$ cat src/rtl/mr1_mem_arbiter_if.sv
// Bundle of MR1 fetch/data request-response ports and the shared memory bus.
// The arbiter connects through the slave modport; the driving environment uses master.
interface mr1_mem_arbiter_if;
   logic        instr_req_valid;
   logic        instr_req_ready;
   logic [31:0] instr_req_addr;
   logic        instr_rsp_valid;
   logic [31:0] instr_rsp_data;
   logic        data_req_valid;
   logic        data_req_ready;
   logic        data_req_wr;
   logic [31:0] data_req_addr;
   logic [1:0]  data_req_size;
   logic [31:0] data_req_data;
   logic        data_rsp_valid;
   logic [31:0] data_rsp_data;
   logic        mem_req_valid;
   logic        mem_req_ready;
   logic        mem_req_wr;
   logic [31:0] mem_req_addr;
   logic [1:0]  mem_req_size;
   logic [31:0] mem_req_data;
   logic        mem_rsp_valid;
   logic [31:0] mem_rsp_data;
   logic        err_rsp_orphan;

   modport slave (
      input  instr_req_valid, instr_req_addr,
      input  data_req_valid, data_req_wr, data_req_addr, data_req_size, data_req_data,
      input  mem_req_ready, mem_rsp_valid, mem_rsp_data,
      output instr_req_ready, instr_rsp_valid, instr_rsp_data,
      output data_req_ready, data_rsp_valid, data_rsp_data,
      output mem_req_valid, mem_req_wr, mem_req_addr, mem_req_size, mem_req_data,
      output err_rsp_orphan
   );

   modport master (
      output instr_req_valid, instr_req_addr,
      output data_req_valid, data_req_wr, data_req_addr, data_req_size, data_req_data,
      output mem_req_ready, mem_rsp_valid, mem_rsp_data,
      input  instr_req_ready, instr_rsp_valid, instr_rsp_data,
      input  data_req_ready, data_rsp_valid, data_rsp_data,
      input  mem_req_valid, mem_req_wr, mem_req_addr, mem_req_size, mem_req_data,
      input  err_rsp_orphan
   );
endinterface

$ cat src/rtl/mr1_mem_arbiter.sv
// Two-port (fetch/data) arbiter onto one memory bus with request lock, starvation
// guard and an owner FIFO that steers in-order read responses back to their issuer.
module mr1_mem_arbiter #(
   parameter int unsigned MAX_OUTSTANDING = 2,
   parameter int unsigned DATA_PRIORITY   = 1,
   parameter int unsigned STARVE_LIMIT    = 4
) (
   input logic              clk,
   input logic              reset_n,
   mr1_mem_arbiter_if.slave bus
);

   localparam int unsigned   CW        = $clog2(MAX_OUTSTANDING + 1);
   localparam int unsigned   SW        = $clog2(STARVE_LIMIT + 1);
   localparam int unsigned   FD        = 1 << CW;
   localparam logic [CW-1:0] LP_MAX    = CW'(MAX_OUTSTANDING);
   localparam logic [CW-1:0] LP_LAST   = CW'(MAX_OUTSTANDING - 1);
   localparam logic [SW-1:0] LP_STARVE = SW'(STARVE_LIMIT);

   logic [FD-1:0] r_fifo;
   logic [CW-1:0] r_wptr;
   logic [CW-1:0] r_rptr;
   logic [CW-1:0] r_count;
   logic          r_lock;
   logic          r_lock_own;
   logic          r_lock_wr;
   logic [31:0]   r_lock_addr;
   logic [1:0]    r_lock_size;
   logic [31:0]   r_lock_data;
   logic [SW-1:0] r_starve_i;
   logic [SW-1:0] r_starve_d;

   logic        w_room;
   logic        w_elig_i;
   logic        w_elig_d;
   logic        w_pref_d;
   logic        w_valid;
   logic        w_own;
   logic        w_wr;
   logic [31:0] w_addr;
   logic [1:0]  w_size;
   logic [31:0] w_data;
   logic        w_accept;
   logic        w_push;
   logic        w_pop;
   logic        w_orphan;
   logic        w_head;

   function automatic logic [CW-1:0] f_inc(input logic [CW-1:0] p);
      return (p == LP_LAST) ? '0 : p + 1'b1;
   endfunction

   always_comb begin
      // Room is judged on the registered count, so a same-cycle pop cannot unblock a read.
      w_room   = (r_count < LP_MAX);
      w_elig_i = bus.instr_req_valid && w_room;
      w_elig_d = bus.data_req_valid && (bus.data_req_wr || w_room);
      if (r_starve_i == LP_STARVE)      w_pref_d = 1'b0;
      else if (r_starve_d == LP_STARVE) w_pref_d = 1'b1;
      else                              w_pref_d = (DATA_PRIORITY != 0);

      w_valid = w_elig_i || w_elig_d;
      w_own   = w_elig_d && (!w_elig_i || w_pref_d);
      if (w_own) begin
         w_wr   = bus.data_req_wr;
         w_addr = bus.data_req_addr;
         w_size = bus.data_req_size;
         w_data = bus.data_req_data;
      end else begin
         w_wr   = 1'b0;
         w_addr = bus.instr_req_addr;
         w_size = 2'd2;
         w_data = 32'd0;
      end
      if (r_lock) begin
         w_valid = 1'b1;
         w_own   = r_lock_own;
         w_wr    = r_lock_wr;
         w_addr  = r_lock_addr;
         w_size  = r_lock_size;
         w_data  = r_lock_data;
      end

      w_accept = w_valid && bus.mem_req_ready;
      w_push   = w_accept && !w_wr;
      w_head   = r_fifo[r_rptr];
      w_pop    = bus.mem_rsp_valid && (r_count != '0);
      w_orphan = bus.mem_rsp_valid && (r_count == '0);
   end

   always_comb begin
      bus.mem_req_valid   = 1'b0;
      bus.mem_req_wr      = 1'b0;
      bus.mem_req_addr    = 32'd0;
      bus.mem_req_size    = 2'd0;
      bus.mem_req_data    = 32'd0;
      bus.instr_req_ready = 1'b0;
      bus.data_req_ready  = 1'b0;
      bus.instr_rsp_valid = 1'b0;
      bus.instr_rsp_data  = 32'd0;
      bus.data_rsp_valid  = 1'b0;
      bus.data_rsp_data   = 32'd0;
      bus.err_rsp_orphan  = 1'b0;
      if (reset_n) begin
         bus.mem_req_valid   = w_valid;
         bus.mem_req_wr      = w_wr;
         bus.mem_req_addr    = w_addr;
         bus.mem_req_size    = w_size;
         bus.mem_req_data    = w_data;
         bus.instr_req_ready = w_valid && !w_own && bus.mem_req_ready;
         bus.data_req_ready  = w_valid && w_own && bus.mem_req_ready;
         bus.instr_rsp_valid = w_pop && !w_head;
         bus.data_rsp_valid  = w_pop && w_head;
         bus.instr_rsp_data  = bus.mem_rsp_data;
         bus.data_rsp_data   = bus.mem_rsp_data;
         bus.err_rsp_orphan  = w_orphan;
      end
   end

   always_ff @(posedge clk) begin
      if (!reset_n) begin
         r_fifo      <= '0;
         r_wptr      <= '0;
         r_rptr      <= '0;
         r_count     <= '0;
         r_lock      <= 1'b0;
         r_lock_own  <= 1'b0;
         r_lock_wr   <= 1'b0;
         r_lock_addr <= 32'd0;
         r_lock_size <= 2'd0;
         r_lock_data <= 32'd0;
         r_starve_i  <= '0;
         r_starve_d  <= '0;
      end else begin
         if (w_push) begin
            r_fifo[r_wptr] <= w_own;
            r_wptr         <= f_inc(r_wptr);
         end
         if (w_pop) r_rptr <= f_inc(r_rptr);
         if (w_push && !w_pop)      r_count <= r_count + 1'b1;
         else if (!w_push && w_pop) r_count <= r_count - 1'b1;

         if (w_valid && !bus.mem_req_ready) begin
            r_lock      <= 1'b1;
            r_lock_own  <= w_own;
            r_lock_wr   <= w_wr;
            r_lock_addr <= w_addr;
            r_lock_size <= w_size;
            r_lock_data <= w_data;
         end else if (w_accept) begin
            r_lock <= 1'b0;
         end

         if (!bus.instr_req_valid || (w_accept && !w_own))
            r_starve_i <= '0;
         else if (w_accept && w_own && (r_starve_i != LP_STARVE))
            r_starve_i <= r_starve_i + 1'b1;

         if (!bus.data_req_valid || (w_accept && w_own))
            r_starve_d <= '0;
         else if (w_accept && !w_own && (r_starve_d != LP_STARVE))
            r_starve_d <= r_starve_d + 1'b1;
      end
   end

endmodule

$ cat src/flat_wrapper.sv
// flat-port wrapper written by rule: the top's interface ports become plain ports
module mr1_mem_arbiter_flat 
#(
   parameter int unsigned MAX_OUTSTANDING = 2,
   parameter int unsigned DATA_PRIORITY   = 1,
   parameter int unsigned STARVE_LIMIT    = 4
)
  (clk, reset_n, bus_instr_req_valid, bus_instr_req_addr, bus_data_req_valid, bus_data_req_wr, bus_data_req_addr, bus_data_req_size, bus_data_req_data, bus_mem_req_ready, bus_mem_rsp_valid, bus_mem_rsp_data, bus_instr_req_ready, bus_instr_rsp_valid, bus_instr_rsp_data, bus_data_req_ready, bus_data_rsp_valid, bus_data_rsp_data, bus_mem_req_valid, bus_mem_req_wr, bus_mem_req_addr, bus_mem_req_size, bus_mem_req_data, bus_err_rsp_orphan);
  mr1_mem_arbiter_if bus_i ();
  input logic clk;
  input logic reset_n;
  input wire logic [$bits(bus_i.instr_req_valid)-1:0] bus_instr_req_valid;
  input wire logic [$bits(bus_i.instr_req_addr)-1:0] bus_instr_req_addr;
  input wire logic [$bits(bus_i.data_req_valid)-1:0] bus_data_req_valid;
  input wire logic [$bits(bus_i.data_req_wr)-1:0] bus_data_req_wr;
  input wire logic [$bits(bus_i.data_req_addr)-1:0] bus_data_req_addr;
  input wire logic [$bits(bus_i.data_req_size)-1:0] bus_data_req_size;
  input wire logic [$bits(bus_i.data_req_data)-1:0] bus_data_req_data;
  input wire logic [$bits(bus_i.mem_req_ready)-1:0] bus_mem_req_ready;
  input wire logic [$bits(bus_i.mem_rsp_valid)-1:0] bus_mem_rsp_valid;
  input wire logic [$bits(bus_i.mem_rsp_data)-1:0] bus_mem_rsp_data;
  output wire logic [$bits(bus_i.instr_req_ready)-1:0] bus_instr_req_ready;
  output wire logic [$bits(bus_i.instr_rsp_valid)-1:0] bus_instr_rsp_valid;
  output wire logic [$bits(bus_i.instr_rsp_data)-1:0] bus_instr_rsp_data;
  output wire logic [$bits(bus_i.data_req_ready)-1:0] bus_data_req_ready;
  output wire logic [$bits(bus_i.data_rsp_valid)-1:0] bus_data_rsp_valid;
  output wire logic [$bits(bus_i.data_rsp_data)-1:0] bus_data_rsp_data;
  output wire logic [$bits(bus_i.mem_req_valid)-1:0] bus_mem_req_valid;
  output wire logic [$bits(bus_i.mem_req_wr)-1:0] bus_mem_req_wr;
  output wire logic [$bits(bus_i.mem_req_addr)-1:0] bus_mem_req_addr;
  output wire logic [$bits(bus_i.mem_req_size)-1:0] bus_mem_req_size;
  output wire logic [$bits(bus_i.mem_req_data)-1:0] bus_mem_req_data;
  output wire logic [$bits(bus_i.err_rsp_orphan)-1:0] bus_err_rsp_orphan;
  assign bus_i.instr_req_valid = bus_instr_req_valid;
  assign bus_i.instr_req_addr = bus_instr_req_addr;
  assign bus_i.data_req_valid = bus_data_req_valid;
  assign bus_i.data_req_wr = bus_data_req_wr;
  assign bus_i.data_req_addr = bus_data_req_addr;
  assign bus_i.data_req_size = bus_data_req_size;
  assign bus_i.data_req_data = bus_data_req_data;
  assign bus_i.mem_req_ready = bus_mem_req_ready;
  assign bus_i.mem_rsp_valid = bus_mem_rsp_valid;
  assign bus_i.mem_rsp_data = bus_mem_rsp_data;
  assign bus_instr_req_ready = bus_i.instr_req_ready;
  assign bus_instr_rsp_valid = bus_i.instr_rsp_valid;
  assign bus_instr_rsp_data = bus_i.instr_rsp_data;
  assign bus_data_req_ready = bus_i.data_req_ready;
  assign bus_data_rsp_valid = bus_i.data_rsp_valid;
  assign bus_data_rsp_data = bus_i.data_rsp_data;
  assign bus_mem_req_valid = bus_i.mem_req_valid;
  assign bus_mem_req_wr = bus_i.mem_req_wr;
  assign bus_mem_req_addr = bus_i.mem_req_addr;
  assign bus_mem_req_size = bus_i.mem_req_size;
  assign bus_mem_req_data = bus_i.mem_req_data;
  assign bus_err_rsp_orphan = bus_i.err_rsp_orphan;
  mr1_mem_arbiter #(.MAX_OUTSTANDING(MAX_OUTSTANDING), .DATA_PRIORITY(DATA_PRIORITY), .STARVE_LIMIT(STARVE_LIMIT)) u_core (.clk(clk), .reset_n(reset_n), .bus(bus_i));
endmodule
$ cat config.mk
export PLATFORM = sky130hd
export DESIGN_NAME = mr1_mem_arbiter_flat
export DESIGN_NICKNAME = d
export VERILOG_FILES = /design/src/rtl/mr1_mem_arbiter_if.sv /design/src/rtl/mr1_mem_arbiter.sv /design/src/flat_wrapper.sv
export SDC_FILE = /design/constraint.sdc
export NUM_CORES = 1
export LEC_CHECK = 0
export ABC_AREA = 0
export BUFFER_PORTS_ARGS = -buffer_cell sky130_fd_sc_hd__buf_4
export CAP_MARGIN = 20
export CORE_UTILIZATION = 42
export CTS_BUF_LIST = sky130_fd_sc_hd__clkbuf_16
export DETAILED_ROUTE_END_ITERATION = 16
export PLACE_DENSITY_LB_ADDON = 0.1
export SYNTH_ARGS = -nofsm -noshare
export SYNTH_HDL_FRONTEND = slang
export SYNTH_SLANG_ARGS = --single-unit
$ cat constraint.sdc
create_clock -name clk -period 1.9 [get_ports clk]
set_input_delay 0 -clock clk [delete_from_list [all_inputs] [get_ports clk]]
set_output_delay 0 -clock clk [all_outputs]
set_load 0.01 [all_outputs]
# --- Word-level counts from Yosys, hierarchy flattened ---
# Index checks and enable logic that the tools add are counted.
op_classes:
  n_addsub: 5
  n_lt_le_gt_ge: 4
  eq_ne: 4
  n_mux: 33
  bitwise_logic: 1
  reduce_logical: 37
ops:
  columns: ["operator", "count"]
  rows:
  - ["$mux W32", 7]
  - ["$logic_and A1 B1 Y1", 20]
  - ["$mux W1", 16]
  - ["$mux W2", 7]
  - ["$logic_not A1 Y1", 8]
  - ["$add A2 B1 Y2 const B", 3]
  - ["$lt A2 B3 Y1 const B", 2]
  - ["$reduce_bool A2 Y1", 3]
  - ["$bwmux W4", 1]
  - ["$eq A2 B1 Y1 const B", 2]
  - ["$logic_or A1 B1 Y1", 4]
  - ["$add A3 B1 Y3 const B", 1]
  - ["$eq A3 B3 Y1 const B", 1]
  - ["$ne A3 B3 Y1 const B", 1]
  - ["$bmux W1 S2", 1]
  - ["$demux W1 S2", 1]
  - ["$ge A2 B1 Y1 const B", 1]
  - ["$logic_not A2 Y1", 1]
  - ["$lt A2 B2 Y1 const B", 1]
  - ["$reduce_or A2 Y1", 1]
  - ["$sub A2 B1 Y2 const B", 1]
  - ["$not A1 Y1", 1]
word_totals:
  regBits: 82
  in_bits: 137
  output_inout_bits: 137
  wordCells: 95

# --- Depth between registers and ports, before layout ---
depth:
  word_depth: 13
  ltp_mapped: 10
  mapped_depth_nobuf: 9

# --- Worst setup path before layout ---
# No wires, ideal clock.
synth_path:
  path_kind: "reg2reg"
  startpoint: "register u_core.r_starve_i[0]"
  endpoint: "register u_core.r_count[1]"
  setup_time_ns: 0.070
  arrival_ns: 1.958
  setup_slack_ns: -0.129
  stages_incl_launch_ff: 10
  period_less_slack_ns: 2.029
  path_cell_list: "dfxtp_1 inv_1 ha_1 nand4b_4 buf_6 a41o_1 nor2_1 ha_1 or3_1 a21oi_1"
synth_via:
  elab_chain_cells: 11
  word_cells_on_any_way: 13
synth_lines:
  columns: ["item", "line_no", "source"]
  rows:
  - ["from (decl)", "mr1_mem_arbiter.sv:30", "logic [SW-1:0] r_starve_i;"]
  - ["from (signal assigned)", "mr1_mem_arbiter.sv:157", "r_starve_i <= r_starve_i + 1'b1;"]
  - ["$eq A3 B3 Y1 *", "mr1_mem_arbiter.sv:58", "if (r_starve_i == LP_STARVE) w_pref_d = 1'b0;"]
  - ["$mux W1 *", "mr1_mem_arbiter.sv:58", null]
  - ["$logic_or A1 B1 Y1 *", "mr1_mem_arbiter.sv:63", "w_own = w_elig_d && (!w_elig_i || w_pref_d);"]
  - ["$logic_and A1 B1 Y1 *", "mr1_mem_arbiter.sv:63", null]
  - ["$mux W1 *", "mr1_mem_arbiter.sv:64", "if (w_own) begin"]
  - ["$mux W1 *", "mr1_mem_arbiter.sv:75", "if (r_lock) begin"]
  - ["$logic_not A1 Y1 *", "mr1_mem_arbiter.sv:85", "w_push = w_accept && !w_wr;"]
  - ["$logic_and A1 B1 Y1 *", "mr1_mem_arbiter.sv:85", null]
  - ["net u_core.w_push", "mr1_mem_arbiter.sv:44", "logic w_push;"]
  - ["$logic_not A1 Y1", "mr1_mem_arbiter.sv:141", "else if (!w_push && w_pop) r_count <= r_count - 1'b1;"]
  - ["$logic_and A1 B1 Y1", "mr1_mem_arbiter.sv:141", null]
  - ["$reduce_bool A2 Y1 (no source line)", null, null]
  - ["to (signal assigned)", "mr1_mem_arbiter.sv:140", "if (w_push && !w_pop) r_count <= r_count + 1'b1;"]
  - ["to (signal assigned)", "mr1_mem_arbiter.sv:141", null]
  - ["to (decl)", "mr1_mem_arbiter.sv:23", "logic [CW-1:0] r_count;"]
# Mark *: on every way through the listed nets, which the timed path passes. The rest lies on a longest branch.
# A chain may end at the register's enable or synchronous reset.

# --- Worst setup path after layout ---
layout_path:
  startpoint: "register u_core.r_starve_i[0]"
  endpoint: "output port bus_mem_req_data[20]"
layout_via:
  elab_chain_cells: 7
layout_lines:
  columns: ["item", "line_no", "source"]
  rows:
  - ["$eq A3 B3 Y1", "mr1_mem_arbiter.sv:58", null]
  - ["$mux W1", "mr1_mem_arbiter.sv:58", null]
  - ["$logic_or A1 B1 Y1", "mr1_mem_arbiter.sv:63", null]
  - ["$logic_and A1 B1 Y1", "mr1_mem_arbiter.sv:63", null]
  - ["$mux W32", "mr1_mem_arbiter.sv:64", null]
  - ["$mux W32", "mr1_mem_arbiter.sv:75", null]
  - ["$mux W32", "mr1_mem_arbiter.sv:104", "if (reset_n) begin"]
  - ["to (decl)", "flat_wrapper.sv:32", "output wire logic [$bits(bus_i.mem_req_data)-1:0] bus_mem_req_data;"]
# Every way passes these cells.

==> flow_metrics.env <==
export IMPL_critical_path_arrival_ps=2050
export IMPL_antenna_found_initial=0
export IMPL_fin_util=0.726
export IMPL_worstPathRequired_ps=1900
export IMPL_yosys_area_share_adder=0.00722
export IMPL_switching_power_mw=2.42
export IMPL_cts_sinks=82
export IMPL_hold_path_startpoint="bus_data_req_addr[14]"
export IMPL_end_kind="primary output"
export IMPL_synthToLayoutAreaGrowth_pct=68.4
export IMPL_relSlewSlack=0.619
export IMPL_min_delay_path_depth=3
export IMPL_cts_htree_levels=3
export IMPL_synth_cells=736
export IMPL_dr_pass1_iters=5
export IMPL_use_met2=0.532
export IMPL_postRouteAntennaNets=0
export IMPL_io_buffer_count=273
export IMPL_drcViolationCount=0
export IMPL_synthFlopType="dfxtp_1"
export IMPL_grt_usage=0.292
export IMPL_rsz0062_at_grt="yes"
export IMPL_wirelength_mm=19.9
export IMPL_cts_buffer_depth=2
export IMPL_die_h_um=113
export IMPL_synth_top_family_by_area="simple AND/OR/NAND/NOR gates"
export IMPL_finalSetupViolCount=54
export IMPL_place_congestion=0.819
export IMPL_insertion_delay_ps=330
export IMPL_ir_drop_v=0.000544
export IMPL_fin_nets=1149
export IMPL_synthMuxAreaShare=0.0139
export IMPL_start_kind="flip-flop"
export IMPL_power_density_nw_per_um2=762
export IMPL_setup_slack_ps=-145
export IMPL_ys_seq_area_frac=0.316
export IMPL_p_int_mw=4.26
export IMPL_rr_worst_depth=9
export IMPL_ys_seq_elements=82
export IMPL_setup_worst_path_class="reg -> out"
export IMPL_syn_mean_instance_area_um2=7.07
export IMPL_dp_hpwl_mm=12.8
export IMPL_finalSetupTns_ps=-3320
export IMPL_report_final_slew_viol_count=0
export IMPL_grt_max_degree=77
export IMPL_yosys_area_share_simple=0.263
export IMPL_hold_slack_ps=65.3
export IMPL_numCtsBuffers=9
export IMPL_reg2reg_from="u_core.r_starve_i[0]$_SDFFE_PP0P_"
export IMPL_synth_distinct_cells=42
export IMPL_power_mw=6.68
export IMPL_finalHoldViolations=0
export IMPL_p_sw_frac=0.362
export IMPL_cts_tree="yes"
export IMPL_top_usage_layer="met2"
export IMPL_drt_initial_drc_count=434
export IMPL_critPathTopFamily="buffers and inverters"
export IMPL_min_to="u_core.r_lock_addr[14]$_SDFFE_PN0P_"
export IMPL_critPathMaxStageDelay_ps=350
export IMPL_seqPwrFrac=0.308
export IMPL_r2r_end="u_core.r_count[1]$_SDFFE_PN0P_"
export IMPL_violations="setup timing"
export IMPL_fmax_mhz=489
export IMPL_ff2ff_setup_slack_ps=-110
export IMPL_final_setup_skew_ps=7.38
export IMPL_synth_compound_area_frac=0.258
export IMPL_n_antenna_cell=0
export IMPL_fin_crit_ps=2050
export IMPL_clock_root_buffer="clkbuf_16"
export IMPL_path_common_cell="buf_12"
export IMPL_status="complete, but fails checks"
export IMPL_row_count=40
export IMPL_gr_usage_met3=0.0530
export IMPL_grt_pass1_wl_mm=29.9
export IMPL_syn_num_nets=876
export IMPL_drive_gt1_frac=0.450
export IMPL_fin_crit_sh=1.08
export IMPL_ys_async_sr_fraction=0
export IMPL_core_area_um2=12100
export IMPL_worst_pin_slew_ps=572
export IMPL_grt_pass1_vias=6022
export IMPL_overflow=0
export IMPL_ios=274
export IMPL_initial_core_util=0.431
export IMPL_cp_max_fo=15
export IMPL_via_count=6519
export IMPL_min_path_type="in -> reg"
export IMPL_yosys_warnings=0
export IMPL_grt_util_met1=0.328
export IMPL_p_clk_frac=0.232
export IMPL_synth_edff_count=0
export IMPL_dieArea_um2=12800
export IMPL_synth_xor_area_frac=0.00505
export IMPL_post_synth_instance_area_um2=5200
export IMPL_wl_per_cell_um=16.9
export IMPL_crit_buf_inv=4
export IMPL_leakagePower_nw=3.75
export IMPL_crit_slowest_cell="dfxtp_2"
export IMPL_drv_cap=0
export IMPL_combPwrFrac=0.461
export IMPL_die_w_um=113
export IMPL_avgViaCountPerCell=5.52
export IMPL_clk_pin_slew_worst_paths_ps=60
export IMPL_path_cells="inv_2, ha_4, nand4b_4, and3_4, buf_12, buf_12, nand3_1, a21oi_2, buf_4"
-- state kept, by name (all words and copies together) (netlist names) --
| register | count |
|---|---|
| u_core.r_rptr | 2 |
| u_core.r_lock_wr | 1 |
| u_core.r_lock_size | 2 |
| u_core.r_lock_addr | 32 |
| u_core.r_starve_i | 3 |
| u_core.r_count | 2 |
| u_core.r_wptr | 2 |
| u_core.r_fifo | 4 |
| u_core.r_lock | 1 |
| u_core.r_lock_own | 1 |
| u_core.r_lock_data | 32 |
-- cell type report --
cell class                      count  area [µm²]
Multi-Input combinational cell    513        3480
Fill cell                         923        3300
Timing Repair Buffer              365        3010
Sequential cell                    82        1650
Clock buffer                        9         225
Tap cell                          168         210
Inverter                           38         143
Clock inverter                      7        38.8
-- synthesized netlist by cell type, drive strengths merged, types with 2 or more instances --
cell type,number,area (µm²)
nand2,76,285
nand2b,2,12.5
nor2b,2,12.5
nor3,8,40.0
a31oi,33,206
clkbuf,42,158
nand4,4,25.0
ha,3,37.5
nand4b,3,41.3
o31ai,34,255
and2,36,225
and3,2,12.5
xor2,2,17.5
or3,3,18.8
mux2i,5,50.1
o21ai,35,175
buf,62,415
nor2,41,154
o211ai,3,22.5
a211oi,34,260
dfxtp,82,1640
a21oi,73,365
nand3,100,500
inv,38,143
-- layer usage --
metal | part of all wire | vias to the layer above | wire length, µm
met4 | 0.038 | 2 | 758
met2 | 0.51 | 319 | 10200
met3 | 0.068 | 58 | 1350
li1 | - | 3099 | -
met5 | 0.0024 | - | 47
met1 | 0.38 | 3041 | 7550
-- through the flow --
| step | std cells | cell area [µm²] | worst slack (ps) |
|---|---|---|---|
| after floorplan | 736 | 5220 | 1.11 |
| after global placement | 1097 | 7180 | 34.3 |
| after detailed placement | 1097 | 7180 | -47.9 |
| after CTS | 1177 | 8480 | -123 |
| after global routing | 1182 | 8760 | -209 |
| final | 1182 | 8760 | -145 |
-- kinds of logic (layout without fill, tap and decap cells) --
| kind of cell | count (synthesis) | after routing |
|---|---|---|
| AO/OA/AOI/OAI | 218 | 218 |
| multiplexers | 6 | 6 |
| XOR/XNOR | 3 | 3 |
| adder cells (fa/ha/maj) | 3 | 3 |
| buffers and inverters | 142 | 419 |
| AND/OR/NAND/NOR | 282 | 283 |
| flip-flops | 82 | 82 |
-- worst max path at each step --
stage / from / endpoint / slack, ps / depth (start not counted)
after floorplan: u_core.r_starve_i[1]$_SDFFE_PP0P_ / u_core.r_count[1]$_SDFFE_PN0P_ / 1 / 10
after global placement: u_core.r_starve_i[1]$_SDFFE_PP0P_ / u_core.r_count[1]$_SDFFE_PN0P_ / 30 / 9
after detailed placement: u_core.r_starve_i[0]$_SDFFE_PP0P_ / u_core.r_count[1]$_SDFFE_PN0P_ / -50 / 9
after CTS: u_core.r_starve_i[0]$_SDFFE_PP0P_ / bus_mem_req_addr[6] / -120 / 9
after global routing: u_core.r_starve_i[0]$_SDFFE_PP0P_ / bus_mem_req_data[20] / -210 / 9
final: u_core.r_starve_i[0]$_SDFFE_PP0P_ / bus_mem_req_data[20] / -150 / 9
-- placed cells by master, fill, tap and decap left out, drive strengths merged, types with 2 or more instances in the layout --
cell type and n:
nor3 8, a211oi 34, buf 328, inv 40
or3 3, o211ai 3, dlygate4sd3 35, and3 3
a21oi 73, o31ai 34, o21ai 35, nand2 76
xor2 2, nand2b 2, clkbuf 10, clkinv 2
nand4b 3, nor2 41, clkinvlp 3, nand3 100
a31oi 33, and2 36, nand4 4, ha 3
dfxtp 82, mux2i 5, nor2b 2
-- power groups by stage --
| stage | clock (mW) | combinational, mW | sequential, mW |
|---|---|---|---|
| 4_1_cts | 1.58 | 2.89 | 2.04 |
| 2_1_floorplan | 0 | 1.39 | 2.05 |
| 3_3_place_gp | 0 | 2.28 | 2.07 |
| 6_report | 1.55 | 3.08 | 2.05 |
| 5_1_grt | 1.65 | 3.28 | 2.08 |
| 3_5_place_dp | 0 | 2.33 | 2.08 |
-- worst register-to-register path, delay by kind of cell, from the launching register on --
kind | cells | cell delay [ps]
and+or+nand+nor | 3 | 660
adders and majority gates | 2 | 360
AOI/OAI and AO/OA | 2 | 360
DFF | 1 | 330
buffers and inverters | 2 | 230
-- timing repair --
action | in CTS | in global routing
buffers inserted | 25 | 7
endpoints found under the setup margin | 68 | 76
hold buffers | 35 | 0
resized for setup | 77 | 56
pin swaps | 64 | 17
cloned | 4 | 0
endpoints found under the hold margin | 35 | 0
No activity file was read; power rests on OpenSTA's default activity.
